`config.mk`:
```
export PLATFORM = sky130hd
export DESIGN_NAME = alu_mdu
export DESIGN_NICKNAME = d
export VERILOG_FILES = /design/src/rtl/alu_mdu.sv
export SDC_FILE = /design/constraint.sdc
export NUM_CORES = 2
export LEC_CHECK = 0
export ABC_AREA = 1
export CAP_MARGIN = 20
export CELL_PAD_IN_SITES_DETAIL_PLACEMENT = 0
export CELL_PAD_IN_SITES_GLOBAL_PLACEMENT = 1
export CORE_MARGIN = 5
export CORE_UTILIZATION = 35
export CTS_CLUSTER_SIZE = 12
export DETAILED_ROUTE_END_ITERATION = 8
export HOLD_SLACK_MARGIN = 0.08
export PLACE_DENSITY = 0.79
export SKIP_CTS_REPAIR_TIMING = 1
export SLEW_MARGIN = 20
export SYNTH_ARGS = -nofsm -noshare
export SYNTH_HDL_FRONTEND = slang
export SYNTH_SLANG_ARGS = --single-unit
```
`constraint.sdc`:
```
create_clock -name clk -period 9.6 [get_ports clk]
set_input_delay 1.44 -clock clk [delete_from_list [all_inputs] [get_ports clk]]
set_output_delay 1.44 -clock clk [all_outputs]
set_load 0.05 [all_outputs]
```
`src/rtl/alu_mdu.sv`:
```
// alu_mdu: registered single-cycle ALU plus an iterative multiply/divide
// unit with HI/LO registers behind a valid/ready issue handshake.
module alu_mdu #(
    parameter int WIDTH = 32,
    parameter int PC_W  = 30,
    parameter int SH_W  = 5
) (
    input  logic             clk,
    input  logic             rst,
    input  logic             in_valid,
    output logic             in_ready,
    input  logic             kill,
    input  logic [4:0]       aluop,
    input  logic [SH_W-1:0]  shamt,
    input  logic [PC_W-1:0]  cur_pc,
    input  logic [WIDTH-1:0] DataA,
    input  logic [WIDTH-1:0] DataB,
    output logic             out_valid,
    output logic [WIDTH-1:0] result,
    output logic             zero,
    output logic [WIDTH-1:0] hi,
    output logic [WIDTH-1:0] lo
);

    localparam logic [4:0] OP_ADD   = 5'b00000;
    localparam logic [4:0] OP_SUB   = 5'b00001;
    localparam logic [4:0] OP_SLT   = 5'b00010;
    localparam logic [4:0] OP_AND   = 5'b00011;
    localparam logic [4:0] OP_NOR   = 5'b00100;
    localparam logic [4:0] OP_OR    = 5'b00101;
    localparam logic [4:0] OP_XOR   = 5'b00110;
    localparam logic [4:0] OP_SLL   = 5'b00111;
    localparam logic [4:0] OP_SRL   = 5'b01000;
    localparam logic [4:0] OP_SLTU  = 5'b01001;
    localparam logic [4:0] OP_JALR  = 5'b01010;
    localparam logic [4:0] OP_SLLV  = 5'b01100;
    localparam logic [4:0] OP_SRA   = 5'b01101;
    localparam logic [4:0] OP_SRAV  = 5'b01110;
    localparam logic [4:0] OP_SRLV  = 5'b01111;
    localparam logic [4:0] OP_LUI   = 5'b10000;
    localparam logic [4:0] OP_MULT  = 5'b10001;
    localparam logic [4:0] OP_MULTU = 5'b10010;
    localparam logic [4:0] OP_DIV   = 5'b10011;
    localparam logic [4:0] OP_DIVU  = 5'b10100;
    localparam logic [4:0] OP_MFHI  = 5'b10101;
    localparam logic [4:0] OP_MFLO  = 5'b10110;
    localparam logic [4:0] OP_MTHI  = 5'b10111;
    localparam logic [4:0] OP_MTLO  = 5'b11000;

    localparam logic [1:0] S_IDLE = 2'd0;
    localparam logic [1:0] S_CALC = 2'd1;
    localparam logic [1:0] S_FIX  = 2'd2;

    localparam int W2 = 2 * WIDTH;
    localparam logic [SH_W-1:0] LAST = SH_W'(WIDTH - 1);

    logic [1:0]       state_q, state_d;
    logic [SH_W-1:0]  cnt_q, cnt_d;
    logic [W2-1:0]    acc_q, acc_d;
    logic [WIDTH-1:0] opd_q, opd_d;
    logic             div_q, div_d;
    logic             negp_q, negp_d;
    logic             negr_q, negr_d;
    logic             dz_q, dz_d;
    logic             pend_q, pend_d;
    logic [4:0]       op_q, op_d;
    logic [SH_W-1:0]  sh_q, sh_d;
    logic [PC_W-1:0]  pc_q, pc_d;
    logic [WIDTH-1:0] a_q, a_d;
    logic [WIDTH-1:0] b_q, b_d;
    logic [WIDTH-1:0] result_q, result_d;
    logic             zero_q, zero_d;
    logic [WIDTH-1:0] hi_q, hi_d;
    logic [WIDTH-1:0] lo_q, lo_d;
    logic             out_valid_q, out_valid_d;

    logic             accept;
    logic             in_multi;
    logic             in_signed;
    logic             in_div;
    logic             a_neg;
    logic             b_neg;
    logic [WIDTH-1:0] a_mag;
    logic [WIDTH-1:0] b_mag;

    assign in_ready  = (state_q == S_IDLE);
    assign accept    = in_valid && in_ready && !kill;
    assign in_multi  = (aluop == OP_MULT) || (aluop == OP_MULTU) ||
                       (aluop == OP_DIV)  || (aluop == OP_DIVU);
    assign in_signed = (aluop == OP_MULT) || (aluop == OP_DIV);
    assign in_div    = (aluop == OP_DIV)  || (aluop == OP_DIVU);
    assign a_neg     = in_signed && DataA[WIDTH-1];
    assign b_neg     = in_signed && DataB[WIDTH-1];
    assign a_mag     = a_neg ? -DataA : DataA;
    assign b_mag     = b_neg ? -DataB : DataB;

    // Single-cycle ops execute one cycle after acceptance from captured operands
    logic [WIDTH-1:0] alu_res;
    logic             alu_wr;
    logic [PC_W-1:0]  pc_inc;

    assign pc_inc = pc_q + PC_W'(1);

    always_comb begin
        alu_res = result_q;
        alu_wr  = 1'b1;
        unique case (op_q)
            OP_ADD:  alu_res = a_q + b_q;
            OP_SUB:  alu_res = a_q - b_q;
            OP_SLT:  alu_res = WIDTH'($signed(a_q) < $signed(b_q));
            OP_SLTU: alu_res = WIDTH'(a_q < b_q);
            OP_AND:  alu_res = a_q & b_q;
            OP_NOR:  alu_res = ~(a_q | b_q);
            OP_OR:   alu_res = a_q | b_q;
            OP_XOR:  alu_res = a_q ^ b_q;
            OP_SLL:  alu_res = b_q << sh_q;
            OP_SRL:  alu_res = b_q >> sh_q;
            OP_SRA:  alu_res = $signed(b_q) >>> sh_q;
            OP_SLLV: alu_res = b_q << a_q[SH_W-1:0];
            OP_SRLV: alu_res = b_q >> a_q[SH_W-1:0];
            OP_SRAV: alu_res = $signed(b_q) >>> a_q[SH_W-1:0];
            OP_JALR: alu_res = WIDTH'(pc_inc);
            OP_LUI:  alu_res = b_q << (WIDTH / 2);
            OP_MFHI: alu_res = hi_q;
            OP_MFLO: alu_res = lo_q;
            default: alu_wr  = 1'b0;
        endcase
    end

    logic [WIDTH-1:0] mul_add;
    logic [WIDTH:0]   mul_sum;
    logic [W2-1:0]    mul_next;
    logic [WIDTH:0]   div_tmp;
    logic [WIDTH:0]   div_diff;
    logic [W2-1:0]    div_next;

    assign mul_add  = acc_q[0] ? opd_q : {WIDTH{1'b0}};
    assign mul_sum  = {1'b0, acc_q[W2-1:WIDTH]} + {1'b0, mul_add};
    assign mul_next = {mul_sum, acc_q[WIDTH-1:1]};
    assign div_tmp  = acc_q[W2-1:WIDTH-1];
    assign div_diff = div_tmp - {1'b0, opd_q};
    assign div_next = div_diff[WIDTH]
                    ? {div_tmp[WIDTH-1:0], acc_q[WIDTH-2:0], 1'b0}
                    : {div_diff[WIDTH-1:0], acc_q[WIDTH-2:0], 1'b1};

    logic [W2-1:0]    prod;
    logic [WIDTH-1:0] quo;
    logic [WIDTH-1:0] rem;
    logic [WIDTH-1:0] fix_hi;
    logic [WIDTH-1:0] fix_lo;

    assign prod = negp_q ? -acc_q : acc_q;
    assign quo  = negp_q ? -acc_q[WIDTH-1:0] : acc_q[WIDTH-1:0];
    assign rem  = negr_q ? -acc_q[W2-1:WIDTH] : acc_q[W2-1:WIDTH];

    // MIN / -1 needs no special case: |MIN| / 1 already yields MIN, rem 0
    always_comb begin
        fix_hi = prod[W2-1:WIDTH];
        fix_lo = prod[WIDTH-1:0];
        if (div_q) begin
            fix_hi = dz_q ? a_q : rem;
            fix_lo = dz_q ? {WIDTH{1'b1}} : quo;
        end
    end

    always_comb begin
        state_d     = state_q;
        cnt_d       = cnt_q;
        acc_d       = acc_q;
        opd_d       = opd_q;
        div_d       = div_q;
        negp_d      = negp_q;
        negr_d      = negr_q;
        dz_d        = dz_q;
        op_d        = op_q;
        sh_d        = sh_q;
        pc_d        = pc_q;
        a_d         = a_q;
        b_d         = b_q;
        result_d    = result_q;
        zero_d      = zero_q;
        hi_d        = hi_q;
        lo_d        = lo_q;
        pend_d      = 1'b0;
        out_valid_d = 1'b0;

        if (accept) begin
            op_d   = aluop;
            sh_d   = shamt;
            pc_d   = cur_pc;
            a_d    = DataA;
            b_d    = DataB;
            pend_d = !in_multi;
        end

        if (pend_q) begin
            out_valid_d = 1'b1;
            if (alu_wr) begin
                result_d = alu_res;
                zero_d   = (alu_res == '0);
            end
            if (op_q == OP_MTHI) hi_d = a_q;
            if (op_q == OP_MTLO) lo_d = a_q;
        end

        unique case (state_q)
            S_IDLE: begin
                if (accept && in_multi) begin
                    state_d = S_CALC;
                    cnt_d   = '0;
                    opd_d   = in_div ? b_mag : a_mag;
                    acc_d   = {{WIDTH{1'b0}}, in_div ? a_mag : b_mag};
                    div_d   = in_div;
                    negp_d  = a_neg ^ b_neg;
                    negr_d  = a_neg;
                    dz_d    = (DataB == '0);
                end
            end
            S_CALC: begin
                if (kill) begin
                    state_d = S_IDLE;
                end else begin
                    acc_d = div_q ? div_next : mul_next;
                    cnt_d = cnt_q + SH_W'(1);
                    if (cnt_q == LAST) state_d = S_FIX;
                end
            end
            S_FIX: begin
                state_d = S_IDLE;
                if (!kill) begin
                    hi_d        = fix_hi;
                    lo_d        = fix_lo;
                    result_d    = fix_lo;
                    zero_d      = (fix_lo == '0);
                    out_valid_d = 1'b1;
                end
            end
            default: state_d = S_IDLE;
        endcase
    end

    always_ff @(posedge clk or posedge rst) begin
        if (rst) begin
            state_q     <= S_IDLE;
            cnt_q       <= '0;
            acc_q       <= '0;
            opd_q       <= '0;
            div_q       <= 1'b0;
            negp_q      <= 1'b0;
            negr_q      <= 1'b0;
            dz_q        <= 1'b0;
            pend_q      <= 1'b0;
            op_q        <= '0;
            sh_q        <= '0;
            pc_q        <= '0;
            a_q         <= '0;
            b_q         <= '0;
            result_q    <= '0;
            zero_q      <= 1'b1;
            hi_q        <= '0;
            lo_q        <= '0;
            out_valid_q <= 1'b0;
        end else begin
            state_q     <= state_d;
            cnt_q       <= cnt_d;
            acc_q       <= acc_d;
            opd_q       <= opd_d;
            div_q       <= div_d;
            negp_q      <= negp_d;
            negr_q      <= negr_d;
            dz_q        <= dz_d;
            pend_q      <= pend_d;
            op_q        <= op_d;
            sh_q        <= sh_d;
            pc_q        <= pc_d;
            a_q         <= a_d;
            b_q         <= b_d;
            result_q    <= result_d;
            zero_q      <= zero_d;
            hi_q        <= hi_d;
            lo_q        <= lo_d;
            out_valid_q <= out_valid_d;
        end
    end

    assign out_valid = out_valid_q;
    assign result    = result_q;
    assign zero      = zero_q;
    assign hi        = hi_q;
    assign lo        = lo_q;

endmodule
```
==> results.py <==
metrics = {
    "grt": {
        "antenna_found_initial": 8,
        "global_route.usage.met3_pct": 8.74,
        "grtUsageMet2_pct": 55.7,
        "grt_max_degree": 157,
        "grt_pass1_wl_um": 309000,
        "grt_pass1_vias": 41500,
        "busiest_layer": "met2",
        "grt_usage_pct": 39.3,
        "gr-total-overflow": 0,
        "use_met1_pct": 53.2,
    },
    "finish": {
        "fillerInstances": 11200,
        "instances_no_fill": 7471,
        "nets": 6352,
        "post-route-cell-area_um2": 40500,
        "area_growth_pct": 13.7,
        "drive_above_1_share_pct": 4.45,
    },
    "sta": {
        "finalSetupTns_ns": 0,
        "skew_ns": 0.0399,
        "setup_slack_ns": 4.55,
        "hold_viol_final": 0,
        "slew_headroom_pct": 17.7,
        "finalCriticalPeriod_ns": 5.05,
        "fin_crit_sh_pct": 52.6,
        "rsz0062_at_grt": "no",
        "finalSetupViolCount": 0,
        "fmax_ghz": 0.198,
        "tightest_slew_ns": 1.23,
        "final_max_slew_viol_count": 0,
    },
    "worst_setup_path": {
        "critical_path.top_delay_family": "simple AND/OR/NAND/NOR gates",
        "worstSetupEndpointType": "flop",
        "required_ns": 10.13,
        "critPathArrivalTime_ns": 5.58,
        "r2r-start": "op_q[4]$_DFFE_PP0P_",
        "start_kind": "flop",
        "critPathKind": "flop to flop",
        "reg2reg_slack_ns": 4.55,
        "cp_max_fo": 32,
        "crit_end": "zero$_DFF_PP1_",
        "crit_cells": 21,
        "crit_chain": "nor2_1, nand2_1, buf_4, inv_1, nor2_1, nand3_1, inv_1, nand2_1, buf_4, nand2_1, inv_2, nand4_1, nor2_1, nand2_1, nor2_1, nand3_1, nor2_1, nand3_1, nor2_1, nor2_1, nor2_1",
        "critPathLaunch": "op_q[4]$_DFFE_PP0P_",
        "cp_num_buf_inv": 5,
        "r2r_end": "zero$_DFF_PP1_",
        "cp_common_cell": "nor2_1",
        "cpMaxStageDelayCell": "inv_1",
        "max_stage_delay_ns": 0.59,
        "reg2reg_depth": 21,
    },
    "synth": {
        "synthTopCellsByArea": "dfrtp_1 (22%), nand2_1 (17%), nand3_1 (12%)",
        "seq_area_frac_synth_pct": 21.8,
        "async_flop_share_pct": 100,
        "synth_fp_nets": 6299,
        "ys_ff_latch": 310,
        "yosys.area.top_type": "dfrtp_1",
        "syn-cell-area_um2": 35600,
        "yosysMostFrequentCell": "nand2_1",
        "synth-main-ff-cell": "dfrtp_1",
        "synth-edff-count": 0,
        "syn_inst": 6013,
        "synth_top_area_share_pct": 21.7,
        "synth_warnings": 0,
        "synth_cell_types": 60,
        "syn_avg_cell_area_um2": 5.92,
        "synth_top_cells_by_count": "nand2_1 (1613), nand3_1 (833), inv_1 (638)",
    },
    "floorplanning": {
        "dieHeight_um": 329,
        "coreArea_um2": 101000,
        "top_level_ports": 207,
        "die_area_um2": 108000,
        "initial_core_util_pct": 35.1,
        "rows": 117,
        "die_x_um": 329,
    },
    "drt": {
        "wl_per_cell_um": 29.7,
        "drc": 0,
        "vias": 45400,
        "routed_wl_um": 222000,
        "drtIter0Drc": 6355,
        "drtPass1Iterations": 7,
        "vias_per_cell": 6.07,
        "ant_nets": 0,
    },
    "status": {
        "run_status": "complete, no violations",
    },
    "min_path": {
        "hold_class": "flop to flop",
    },
    "place": {
        "gp_congestion": 1.09,
        "hpwl_um": 177000,
        "port_buffers": 206,
        "dp.cells": 7391,
        "place_area_um2": 39000,
        "dp_slack_ns": 4.58,
    },
    "clock_network": {
        "clk_pin_slew_worst_paths_ns": 0.06,
        "cts_tree": "yes",
        "clk_latency_ns": 0.62,
        "cts-root-buf": "clkbuf_16",
        "cts.path.max_buffers": 3,
        "cts_buffers": 40,
        "clock-sinks": 310,
        "htree_levels": 2,
    },
    "flow_run": {
        "max_cap_violations": 0,
    },
    "power": {
        "vdd_ir_drop_max_mv": 0.127,
        "p_per_area_nw_per_um2": 271,
        "p_leak_uw": 0.0191,
    },
}
==> cell usage in the layout (no fill, tap or decap), types with 26 or more instances in the layout <==
master	synthesis	routed
a21oi_1	377	377
a31oi_1	68	68
buf_4	6	95
clkbuf_16	0	40
clkdlybuf4s50_1	0	206
dfrtp_1	309	307
ha_1	174	174
inv_1	638	635
nand2_1	1613	1609
nand3_1	833	831
nand4_1	91	91
nor2_1	516	510
nor3_1	93	93
nor4_1	29	27
o2111ai_1	28	28
o211ai_1	65	65
o21ai_0	496	496
o21bai_1	26	26
o221ai_1	41	41
or2_2	36	36
xor2_1	100	100
==> layout make-up <==
type                       instances  area (µm²)  share of cell area, %
clock inverter                    23         344                  0.850
tap                             1368        1710                   4.23
multi-input combinational       4754       24200                   59.9
timing repair buffer             304        2840                   7.01
clock buffer                      49        1080                   2.68
antenna                            7        17.5                 0.0433
sequential                       310        7760                   19.2
inverter                         656        2470                   6.10
==> flip-flops by register name (all words and copies together), names as in the netlist, 2 cells and up <==
register  cells
lo           32
sh_q          5
op_q          5
state_q       2
hi           32
pc_q         30
a_q          32
acc_q        64
cnt_q         5
b_q          32
result       32
opd_q        32
==> through the flow <==
| stage | hold WS [ns] | utilization, % | total power [µW] |
|---|---|---|---|
| 5_1_grt | 0.526 | 39.9 | 11500 |
| 4_1_cts | 0.488 | 39.9 | 10700 |
| 2_1_floorplan | 0.468 | - | 6320 |
| 3_5_place_dp | 0.474 | 38.4 | 8950 |
| 3_3_place_gp | 0.470 | 38.4 | 8960 |
| 6_report | 0.485 | 39.9 | 11000 |
==> how the worst min path moves through the flow <==
stage                    startpoint                    to  slack (ns)  cells after the start
6_report         b_q[7]$_DFFE_PP0P_    b_q[7]$_DFFE_PP0P_        0.49                      2
5_1_grt        cnt_q[4]$_DFFE_PP0P_  cnt_q[4]$_DFFE_PP0P_        0.53                      1
4_1_cts          b_q[7]$_DFFE_PP0P_    b_q[7]$_DFFE_PP0P_        0.49                      2
3_5_place_dp     b_q[7]$_DFFE_PP0P_    b_q[7]$_DFFE_PP0P_        0.47                      2
3_3_place_gp     b_q[5]$_DFFE_PP0P_    b_q[5]$_DFFE_PP0P_        0.47                      2
2_1_floorplan  cnt_q[1]$_DFFE_PP0P_  cnt_q[1]$_DFFE_PP0P_        0.47                      2
==> worst reg2reg max path: stages (launching register included) <==
cell and delay, ns:
dfrtp_1 0.56, nor2_1 0.43, nand2_1 0.09, buf_4 0.26
inv_1 0.59, nor2_1 0.11, nand3_1 0.13, inv_1 0.05
nand2_1 0.32, buf_4 0.41, nand2_1 0.16, inv_2 0.52
nand4_1 0.18, nor2_1 0.22, nand2_1 0.12, nor2_1 0.21
nand3_1 0.10, nor2_1 0.10, nand3_1 0.07, nor2_1 0.16
nor2_1 0.06, nor2_1 0.10
==> cells by family (layout without fill, tap and decap cells) <==
group / Yosys count / after routing / synth area share, %
AO/OA/AOI/OAI: 1205 / 1205 / 19.4
buffers and inverters: 949 / 1032 / 10.3
AND/OR/NAND/NOR: 3248 / 3248 / 39.1
multiplexers: 3 / 3 / 0.0844
other: 0 / 7 / 0
XOR/XNOR: 120 / 120 / 2.95
flip-flops: 310 / 310 / 21.8
adder cells (fa/ha/maj): 178 / 178 / 6.34
==> layer usage <==
| layer | part of all wire [%] | up-vias |
|---|---|---|
| met1 | 40 | 21600 |
| met4 | 8.8 | 4 |
| met2 | 40 | 2934 |
| li1 | - | 20200 |
| met3 | 11 | 625 |
| met5 | 0.047 | - |
==> where the power goes <==
group          leakage (µW)  switching (µW)  internal [µW]
logic                0.0147            4890           1950
registers           0.00370             759           1660
clock network      0.000687             697           1000
total                0.0191            6340           4610
No activity file was read; power rests on OpenSTA's default activity.
